## src/rtl/wino_pkg.sv

```systemverilog
// wino_pkg: shared definitions for the Winograd operand sequencer.
//   - 3-bit state encodings and the FSM state type
//   - byte width, result byte count, default operand word count
//   - res_byte(): selects result byte idx, most significant byte first
package wino_pkg;

  localparam int WINO_BYTE_W        = 8;
  localparam int WINO_RES_BYTES     = 4;
  localparam int WINO_NUM_WORDS_DEF = 11;

  localparam logic [2:0] ST_IDLE     = 3'd0;
  localparam logic [2:0] ST_LOAD_HI  = 3'd1;
  localparam logic [2:0] ST_LOAD_LO  = 3'd2;
  localparam logic [2:0] ST_SEND     = 3'd3;
  localparam logic [2:0] ST_WAIT_RES = 3'd4;
  localparam logic [2:0] ST_UNPACK   = 3'd5;

  typedef enum logic [2:0] {
    IDLE     = ST_IDLE,
    LOAD_HI  = ST_LOAD_HI,
    LOAD_LO  = ST_LOAD_LO,
    SEND     = ST_SEND,
    WAIT_RES = ST_WAIT_RES,
    UNPACK   = ST_UNPACK
  } wino_state_t;

  // Byte 0 is res[31:24], byte 3 is res[7:0].
  function automatic logic [WINO_BYTE_W-1:0] res_byte(input logic [31:0] res,
                                                     input logic [1:0]  idx);
    logic [WINO_BYTE_W-1:0] b;
    case (idx)
      2'd0:    b = res[31:24];
      2'd1:    b = res[23:16];
      2'd2:    b = res[15:8];
      default: b = res[7:0];
    endcase
    return b;
  endfunction

endpackage

```

## src/rtl/wino_result_serializer.sv

```systemverilog
// wino_result_serializer: holds the captured 32-bit Winograd result and
// streams it out as four bytes, most significant byte first.
// Ports:
//   clk, rst        clock, synchronous active-low reset
//   capture         one-cycle pulse: load res_word, restart at byte 0
//   res_word        packed result word
//   unpack          parent FSM is in UNPACK (bytes may be offered)
//   out_ready       downstream accepts the byte
//   out_valid       byte valid (same as unpack)
//   out_byte        current result byte
//   out_last        high with the 4th byte
//   fin             combinational: 4th byte accepted this cycle
//   done            registered one-cycle pulse following fin
module wino_result_serializer
  import wino_pkg::*;
(
  input  logic                   clk,
  input  logic                   rst,
  input  logic                   capture,
  input  logic [31:0]            res_word,
  input  logic                   unpack,
  input  logic                   out_ready,
  output logic                   out_valid,
  output logic [WINO_BYTE_W-1:0] out_byte,
  output logic                   out_last,
  output logic                   fin,
  output logic                   done
);

  localparam logic [1:0] LAST_IDX = 2'(WINO_RES_BYTES - 1);

  logic [31:0] res_q;
  logic [1:0]  idx_q;

  assign out_valid = unpack;
  assign out_last  = unpack && (idx_q == LAST_IDX);
  assign fin       = out_last && out_ready;
  // Byte is a pure function of registered state, so it cannot move while stalled.
  assign out_byte  = res_byte(res_q, idx_q);

  always_ff @(posedge clk) begin
    if (!rst) begin
      res_q <= '0;
      idx_q <= '0;
      done  <= 1'b0;
    end else begin
      done <= fin;
      if (capture) begin
        res_q <= res_word;
        idx_q <= '0;
      end else if (out_valid && out_ready && !out_last) begin
        // idx parks on the last byte so out_byte keeps showing it after the tile.
        idx_q <= idx_q + 2'd1;
      end
    end
  end

endmodule

```

## src/rtl/wino_operand_sequencer.sv

```systemverilog
// wino_operand_sequencer: packs an input byte stream into operand words
// {16'd0, hi, lo}, issues NUM_WORDS of them to the ALU operand port, waits
// for the packed 32-bit result and serialises it back out as four bytes.
// Optional feature macro: WINO_TIMEOUT_EN adds a result-wait watchdog and
// the timeout port.
// Ports:
//   clk, rst                       clock, synchronous active-low reset
//   start / busy                   begin tile (sampled in IDLE) / not IDLE
//   in_valid, in_ready, in_byte    operand byte input
//   op_valid, op_ready, op_word,
//   op_last                        operand word output to the ALU
//   res_valid, res_word            result word input (one-cycle pulse)
//   out_valid, out_ready, out_byte,
//   out_last                       result byte output
//   done                           pulse after the 4th byte is accepted
//   timeout                        (WINO_TIMEOUT_EN only) watchdog pulse
module wino_operand_sequencer
  import wino_pkg::*;
#(
  parameter int NUM_WORDS   = WINO_NUM_WORDS_DEF,
  parameter int TIMEOUT_CYC = 64
) (
  input  logic                   clk,
  input  logic                   rst,
  input  logic                   start,
  output logic                   busy,
  input  logic                   in_valid,
  output logic                   in_ready,
  input  logic [WINO_BYTE_W-1:0] in_byte,
  output logic                   op_valid,
  input  logic                   op_ready,
  output logic [31:0]            op_word,
  output logic                   op_last,
  input  logic                   res_valid,
  input  logic [31:0]            res_word,
  output logic                   out_valid,
  input  logic                   out_ready,
  output logic [WINO_BYTE_W-1:0] out_byte,
  output logic                   out_last,
  output logic                   done
`ifdef WINO_TIMEOUT_EN
  ,
  output logic                   timeout
`endif
);

  localparam logic [3:0] LAST_WORD = 4'(NUM_WORDS - 1);

  // Illegal configurations show up as this otherwise empty block in the
  // elaborated hierarchy.
  if (NUM_WORDS < 1 || NUM_WORDS > 15 || TIMEOUT_CYC < 1) begin : g_illegal_cfg
  end

  wino_state_t            state_q, state_d;
  logic [WINO_BYTE_W-1:0] hi_q, lo_q;
  logic [3:0]             word_cnt_q;
  logic                   capture;
  logic                   unpack;
  logic                   ser_fin;

  assign busy     = (state_q != IDLE);
  assign in_ready = (state_q == LOAD_HI) || (state_q == LOAD_LO);
  assign op_valid = (state_q == SEND);
  assign op_last  = (state_q == SEND) && (word_cnt_q == LAST_WORD);
  // Packing registers only change in LOAD_*, so op_word is frozen through SEND.
  assign op_word  = {16'd0, hi_q, lo_q};
  assign capture  = (state_q == WAIT_RES) && res_valid;
  assign unpack   = (state_q == UNPACK);

`ifdef WINO_TIMEOUT_EN
  localparam int TO_W = $clog2(TIMEOUT_CYC + 1);

  logic [TO_W-1:0] to_cnt_q;
  logic            to_hit;

  assign to_hit = (state_q == WAIT_RES) && !res_valid &&
                  (to_cnt_q == TO_W'(TIMEOUT_CYC - 1));

  // Counter is held at zero outside WAIT_RES, which clears it on entry.
  always_ff @(posedge clk) begin
    if (!rst) begin
      to_cnt_q <= '0;
      timeout  <= 1'b0;
    end else begin
      timeout <= to_hit;
      if (state_q != WAIT_RES) begin
        to_cnt_q <= '0;
      end else if (!res_valid) begin
        to_cnt_q <= to_cnt_q + 1'b1;
      end
    end
  end
`endif

  always_comb begin
    state_d = state_q;
    case (state_q)
      IDLE:     if (start) state_d = LOAD_HI;
      LOAD_HI:  if (in_valid) state_d = LOAD_LO;
      LOAD_LO:  if (in_valid) state_d = SEND;
      SEND: begin
        if (op_ready) begin
          state_d = (word_cnt_q == LAST_WORD) ? WAIT_RES : LOAD_HI;
        end
      end
      WAIT_RES: begin
        if (res_valid) begin
          state_d = UNPACK;
        end
`ifdef WINO_TIMEOUT_EN
        else if (to_hit) begin
          state_d = IDLE;
        end
`endif
      end
      UNPACK:   if (ser_fin) state_d = IDLE;
      default:  state_d = IDLE;
    endcase
  end

  always_ff @(posedge clk) begin
    if (!rst) begin
      state_q    <= IDLE;
      hi_q       <= '0;
      lo_q       <= '0;
      word_cnt_q <= '0;
    end else begin
      state_q <= state_d;
      case (state_q)
        IDLE:    word_cnt_q <= '0;
        LOAD_HI: if (in_valid) hi_q <= in_byte;
        LOAD_LO: if (in_valid) lo_q <= in_byte;
        // Peaks at NUM_WORDS (<= 15), so the 4-bit counter never wraps.
        SEND:    if (op_ready) word_cnt_q <= word_cnt_q + 4'd1;
        default: ;
      endcase
    end
  end

  wino_result_serializer u_ser (
    .clk       (clk),
    .rst       (rst),
    .capture   (capture),
    .res_word  (res_word),
    .unpack    (unpack),
    .out_ready (out_ready),
    .out_valid (out_valid),
    .out_byte  (out_byte),
    .out_last  (out_last),
    .fin       (ser_fin),
    .done      (done)
  );

endmodule

```

## config.mk

```make
export PLATFORM = sky130hd
export DESIGN_NAME = wino_operand_sequencer
export DESIGN_NICKNAME = d
export VERILOG_FILES = /design/src/rtl/wino_pkg.sv /design/src/rtl/wino_result_serializer.sv /design/src/rtl/wino_operand_sequencer.sv
export SDC_FILE = /design/constraint.sdc
export NUM_CORES = 1
export LEC_CHECK = 0
export ABC_AREA = 1
export CORE_MARGIN = 2
export CORE_UTILIZATION = 41
export CTS_CLUSTER_DIAMETER = 40
export DETAILED_ROUTE_END_ITERATION = 12
export PLACE_DENSITY = 0.79
export SETUP_SLACK_MARGIN = 0.05
export SLEW_MARGIN = 40
export SYNTH_ARGS = -nofsm -noshare
export SYNTH_HDL_FRONTEND = slang
export SYNTH_SLANG_ARGS = --single-unit
```

## constraint.sdc

```tcl
create_clock -name clk -period 1.2 [get_ports clk]
set_input_delay 0.18 -clock clk [delete_from_list [all_inputs] [get_ports clk]]
set_output_delay 0.18 -clock clk [all_outputs]
set_load 0.1 [all_outputs]
```

Yosys cells after proc, flatten, opt, wreduce, memory -nomap -nowiden:

Index checks and enable logic that the tools add are counted.

* register bits after elaboration: 58
* bits of input ports: 47
* output and inout bits: 47
* word-level logic and storage cells: 53

* $add $sub $neg: 2
* eq/ne operators: 15
* multiplexer cells: 11
* bitwise operators: 1
* reduce and logical (&&, ||, !) cells: 17

Operator list (count)
* $pmux 8 s3: 1
* $mux 3: 7
* $pmux 3 s6: 1
* $ne 2x2->1 const B: 5
* $pmux 4 s2: 1
* $eq 3x2->1 const B: 2
* $eq 3x3->1 const B: 2
* $logic_and 1x1->1: 6
* $reduce_and 2->1: 3
* $reduce_and 6->1: 1
* $add 4x1->4 const B: 1
* $eq 2x2->1 const B: 2
* $eq 4x4->1 const B: 1
* $mux 4: 1
* $eq 3x1->1 const B: 1
* $logic_not 3->1: 1
* $reduce_bool 3->1: 1
* $add 2x1->2 const B: 1
* $eq 2x1->1 const B: 1
* $logic_not 2->1: 1
* $ne 2x1->1 const B: 1
* $reduce_bool 2->1: 1
* $reduce_or 2->1: 1
* $logic_not 1->1: 1
* other kinds (2): 2

Longest topological paths before layout:

Gate-level depths: netlist of run 1.

* word-level depth: 5
* mapped depth: 9

By module:

Synthesis of run 1 repeated with hierarchy kept, for this count alone.

* cell total of the unflattened synthesis: 391
* area, all modules: 2775.2 um^2

Modules (own cells, without submodules)
* wino_result_serializer: times used 1, cells an instance 228, area each 1579.0 um^2, seq. area each 700.7 um^2
* wino_operand_sequencer: times used 1, cells an instance 163, area each 1196.1 um^2, seq. area each 460.4 um^2

Least setup slack after synthesis of run 1:

Ideal clock, no wire load.

* kind: reg2out
* start point: register u_ser.idx_q[0]
* end point: output port out_byte[0]
* arrival time: 2.952 ns
* data required time: 1.020 ns
* path slack: -1.932 ns
* stages on the path, launching flop included: 7
* buffers on the path: 0
* cells stage by stage: dfxtp_1 inv_1 ha_1 inv_1 o22ai_1 a21oi_1 o21ai_0

* cells in the longest elaborated chain, start to end: 2
* elaborated cells on any way between the ends: 4
* classes of those cells: eq/ne: 2; mux: 1; reduce/logical: 1

Ends and longest elaborated chain
* start, declared: RTL line wino_result_serializer.sv:33 `logic [1:0] idx_q;`
* start signal, assigned: RTL line wino_result_serializer.sv:53 `idx_q <= idx_q + 2'd1;`
* $eq 2x2->1 (tied with other cells): RTL line wino_pkg.sv:31 `case (idx)`
* $pmux 8 s3 (*): RTL line wino_pkg.sv:31
* end, declared: RTL line wino_operand_sequencer.sv:38 `output logic [WINO_BYTE_W-1:0] out_byte,`

Every way passes the cells marked *; elsewhere a longest branch is shown, timed or not.

Worst setup path after layout of run 1:

* start point: register u_ser.idx_q[1]
* end point: output port out_byte[1]

The elaborated chain is that of the path after synthesis.

==> results of run 1 <==
[cell families (layout without fill, tap and decap cells)]
kind of cell | after synthesis | count (layout)
AOI/OAI and AO/OA | 119 | 119
and+or+nand+nor | 95 | 96
buffers and inverters | 89 | 225
DFF | 58 | 58
adders and majority gates | 7 | 7
other | 1 | 16
[per-stage QoR]
stage	area, um2	std cells	util (%)	hold slack, ns
finish	5680	598	89.5	0.450
global route	5680	598	89.5	0.449
CTS	5380	593	84.7	0.434
detailed placement	4260	544	67.0	0.435
global placement	4260	544	67.0	0.433
floorplan	2980	384	-	0.315
[final cells by class]
cell class / instances / area [um2]
clock buffer: 13 / 181
clock inverter: 3 / 42.5
timing repair buffer: 152 / 1910
tap: 77 / 96.3
fill: 239 / 668
inverter: 57 / 246
sequential: 58 / 1200
multi-input combinational: 238 / 2010
[path summary, 6_finish.rpt]
kind                         end            from  depth (start not counted)
setup reg to reg      state_q[2]  u_ser.idx_q[0]                          9
hold reg to reg   u_ser.res_q[7]  u_ser.res_q[7]                          2
hold / removal    u_ser.res_q[7]  u_ser.res_q[7]                          2
setup / recovery     out_byte[1]  u_ser.idx_q[1]                          8
[power breakdown]
group | switching, W | leakage (nW) | internal (W)
combinational | 0.00435 | 1.58 | 0.00292
sequential | 0.000410 | 0.482 | 0.00238
clock | 0.000855 | 0.110 | 0.00121
[routing by layer]
| metal | track usage [%] | vias to the layer above |
|---|---|---|
| met5 | 0 | - |
| met3 | 8.56 | 38 |
| met1 | 30.8 | 1570 |
| met4 | 14.4 | 0 |
| li1 | - | 1463 |
| met2 | 58.0 | 170 |
[timing repair]
action                     4_1_cts  5_1_grt
resized for setup              182       62
setup buffers                   26        8
pin swaps                       45       23
gates cloned                     8        0
setup endpoints to repair       72       72
[layout by cell type, fill, tap and decap left out, drive strengths merged]
master         count
buf              106
o21ai             63
dfxtp             58
inv               57
nor2              53
a21oi             47
clkdlybuf4s50     46
nand2             29
conb              16
clkbuf            13
nand3             10
o22ai              9
ha                 7
nor3               1
nand4              1
nand3b             1
nor4               1
clkinvlp           1
bufinv             1
clkinv             1
[sequential cells by signal, summed over array words and instances, names as in the netlist]
| name | flops |
|---|---|
| word_cnt_q | 4 |
| state_q | 3 |
| hi_q | 8 |
| u_ser.res_q | 32 |
| u_ser.done | 1 |
| lo_q | 8 |
| u_ser.idx_q | 2 |
[worst reg2reg max path, cell delays in order (launching register included)]
cell and delay [ns]:
dfxtp_4 0.39, buf_4 0.14, ha_2 0.19, inv_2 0.06, o21ai_2 0.15, nand2_2 0.09, nor2_4 0.19, nand2_1 0.07
nor2_1 0.10, nor2_1 0.04
==> results.toml, run 1 <==
[routing]
routed-wl-met2_um = 6770
wirelength_met1_um = 4400
finalWirelength_um = 12400
drc_errors = 0
ant_nets = 0
met3_length_um = 796
highest_layer = "met4"
via_per_inst = 5.42
drt_pass1_iterations = 5
drtIter0Drc = 236
vias = 3241
wl_per_cell_um = 20.8

[clock_tree]
cts_max_level = 3
clkTransAtPathRegs_ns = 0.07
cts_sinks = 58
clk_path_buf_depth = 2
cts_made_buffers = 9
cts_root_buf = "clkbuf_8"
hold_buffers = 0
tritoncts = "yes"
clk_latency_ns = 0.35

[logic_synthesis]
yosys.area_share.xor_xnor_pct = 0
post-synth-top-area-cell = "dfxtp_1"
synth_ff_type = "dfxtp_1"
async_reset_ff_share_pct = 0
synth_top_family_by_area = "compound AO/OA/AOI/OAI gates"
syn-cell-area_um2 = 2690
ys_ff_latch = 58
synth.avg_cell_area_um2 = 7.28
synthMuxAreaShare_pct = 0
synth_edf_count = 0
yosysUniqueCellTypes = 23
synth_commonest_cells = "61 x o21ai_0, 58 x dfxtp_1, 51 x inv_1"
yosysSeqAreaShare_pct = 43.2
yosysTopAreaCellShare_pct = 43.2
synthAdderAreaFrac_pct = 3.26
synth-compound-area-share_pct = 23.0
synthSimpleGateAreaFrac_pct = 15.2
yosys_warnings = 0
synth.area.top_cells = "dfxtp_1 43%, o21ai_0 11%, a21oi_1 8.8%"
synth_cells = 369
synth.most_common_cell = "o21ai_0"

[critical_path]
slowest_delay_ns = 0.39
worstPathRequired_ns = 1.02
cp_num_buf_inv = 4
rrSetupSlack_ns = -0.33
arrival_ns = 1.79
cp_top_family = "buffers and inverters"
critPathLaunchType = "flip-flop"
path_cells = "inv_4 -> ha_4 -> inv_6 -> buf_6 -> o22ai_4 -> a21oi_2 -> o21ai_4 -> buf_12"
critPathKind = "flip-flop to primary output"
cp_max_fo = 8
critPathSlowestCell = "dfxtp_4"
cp-end-kind = "primary output"

[sta]
fmax_mhz = 506
tns_ns = -19.09
finClkSkew_ns = 0.00936
tightest_slew_ns = 0.534
relSlewSlack_pct = 64.4
finalCriticalPeriod_ns = 1.97
rsz0062_at_grt = "true"
fin_crit_sh_pct = 165
timing.final.ws_setup_ns = -0.775
slew_violations = 0
finalSetupViolations = 69
hold_violations = 0

[cells_and_area]
syn2layout_area_growth_pct = 112
antenna_cells = 0
finalNetCount = 570
drive_above_1_share_pct = 55.7

[floorplanning]
die_w_um = 84.9
io_pins = 94
coreArea_um2 = 6350
initial_utilization_pct = 42.3
design.die.area_um2 = 7220
rows = 29
dieHeight_um = 84.9

[global_route]
grt_pass1_vias = 3361
antenna_found_initial = 0
grt_usage_pct = 30.7
overflow = 0
grt_max_degree = 24
grt_pass1_wl_um = 17100

[outcome]
status = "finished with violations"
violations = "setup timing"

[placement]
place_ws_ns = -0.378
globalplace.congestion = 0.833
dpl.hpwl_um = 5280
io_buffers = 77

[pwr]
ir_drop_uv = 2310
power_leakage_nw = 2.17
p_per_area_nw_per_um2 = 2130
p_total_w = 0.0121

[worst_hold_path]
hp-class = "flip-flop to flip-flop"

[job]
maxCapViolCount = 0
(Power assumes the default switching activity.)
==> run 2, diff against run 1 <==
- SKIP_CTS_REPAIR_TIMING: unset -> 1
==> run 2 against run 1 <==
Effect of this change:
- the run still ends with setup timing left
- first-iteration DRC count shrank 30%
- non-clock buffer count shrank 15
- cell count shrank 2.5%
- combinational power shrank 7.4%
- maximum frequency grew 6.2%
- register-to-register slack lost 0.02 ns
- sequential power shrank 1%
- power shrank 4.7%
- highest routed layer unchanged
==> results.toml, run 2 (synthesis results as in run 1) <==
[cells_and_area]
design_area_um2 = 5340
mostFrequentLayoutCells = "46 x clkdlybuf4s50_1, 42 x inv_1, 41 x nor2_1"
regMostFlops = "u_ser.res_q"
stdcell_count = 583
finalNetCount = 555
fin_util_pct = 84.1
fillers = 326
drive_above_1_share_pct = 52.2
syn2layout_area_growth_pct = 98.7
antenna_cells = 0
largest_reg_flops = 32
final_common_cell = "clkdlybuf4s50_1"
largest_registers = "u_ser.res_q x32, hi_q x8, lo_q x8"

[floorplanning]
dieHeight_um = 84.9
die_w_um = 84.9
initial_utilization_pct = 42.3
rows = 29
design.die.area_um2 = 7220
coreArea_um2 = 6350
io_pins = 94

[routing]
drc_errors = 0
drt_pass1_iterations = 4
drtIter0Drc = 165
wl_per_cell_um = 18.3
vias = 3123
finalWirelength_um = 10700
ant_nets = 0
via_per_inst = 5.36

[clock_tree]
clkTransAtPathRegs_ns = 0.08
cts_sinks = 58
clk_latency_ns = 0.35
cts_max_level = 3
clk_path_buf_depth = 2
cts_made_buffers = 9
tritoncts = "yes"
cts_root_buf = "clkbuf_8"

[global_route]
use_met3_pct = 5.54
grt_pass1_vias = 2693
grt_usage_pct = 20.7
antenna_found_initial = 0
grt_max_degree = 58
grt_use_met2_pct = 36.2
grt_pass1_wl_um = 11900
busiest_layer = "met2"
grtUsageMet1_pct = 22.8
overflow = 0

[sta]
fmax_mhz = 538
timing.final.ws_setup_ns = -0.660
finalSetupViolations = 66
fin_crit_sh_pct = 155
finClkSkew_ns = 0.0149
finalCriticalPeriod_ns = 1.86
hold_violations = 0
tns_ns = -17.44
slew_violations = 0
rsz0062_at_grt = "true"

[placement]
globalplace.congestion = 0.833
placed_cell_area_um2 = 4260
dp.cells = 544
dpl.hpwl_um = 5280
io_buffers = 77

[critical_path]
worstPathRequired_ns = 1.02
cp_max_fo = 8
critPathKind = "flip-flop to primary output"
arrival_ns = 1.68
critPathLaunchType = "flip-flop"
cp-end-kind = "primary output"

[pwr]
ir_drop_uv = 2440
power_leakage_nw = 2.03
p_per_area_nw_per_um2 = 2160

[job]
maxCapViolCount = 0

[outcome]
violations = "setup timing"
status = "finished with violations"

[worst_hold_path]
hp-class = "input pin to flip-flop"
## run 2: changes by cell type in the layout (fill, tap and decap cells not counted), sizes merged
cell    previous run  this run
clkbuf            13        16
buf              106        88
## run 2: final cells by class
type | count | area (um2) | area share [%]
inverter | 57 | 246 | 4.62
timing repair buffer | 137 | 1700 | 31.8
clock inverter | 3 | 42.5 | 0.797
multi-input combinational | 238 | 1880 | 35.1
tap | 77 | 96.3 | 1.80
sequential | 58 | 1200 | 22.5
clock buffer | 13 | 181 | 3.40
## run 2: routing by layer
layer	routed length [um]	up-vias
met2	5790	154
met1	3790	1491
met4	453	0
met3	630	37
li1	-	1441
met5	0	-
## run 2: stage by stage
stage / power (W) / setup slack, ns / hold slack, ns
6_report: 0.0115 / -0.660 / 0.444
3_5_place_dp: 0.00782 / -0.378 / 0.435
2_1_floorplan: 0.00601 / -0.640 / 0.315
3_3_place_gp: 0.00772 / -0.352 / 0.433
4_1_cts: 0.00985 / -0.786 / 0.432
5_1_grt: 0.0120 / -0.707 / 0.463
## run 2: worst paths after layout
| path | startpoint | end | slack [ns] | cells after the start |
|---|---|---|---|---|
| hold reg to reg | u_ser.res_q[6] | u_ser.res_q[6] | 0.47 | 2 |
| setup reg to reg | u_ser.idx_q[0] | state_q[2] | -0.35 | 9 |
| hold / removal | in_byte[1] | hi_q[1] | 0.44 | 3 |
| setup / recovery | u_ser.idx_q[0] | out_byte[4] | -0.66 | 6 |
## run 2: where the power goes
part	switching, W	leakage [nW]	internal [W]
combinational	0.00411	1.44	0.00261
sequential	0.000374	0.482	0.00238
clock	0.000867	0.110	0.00121
total	0.00535	2.03	0.00620
## run 2: critical path: stages (launching register included)
cell     delay, ns
dfxtp_4       0.39
buf_4         0.13
ha_4          0.19
buf_8         0.17
nand2_1       0.13
o21ai_4       0.11
buf_12        0.19
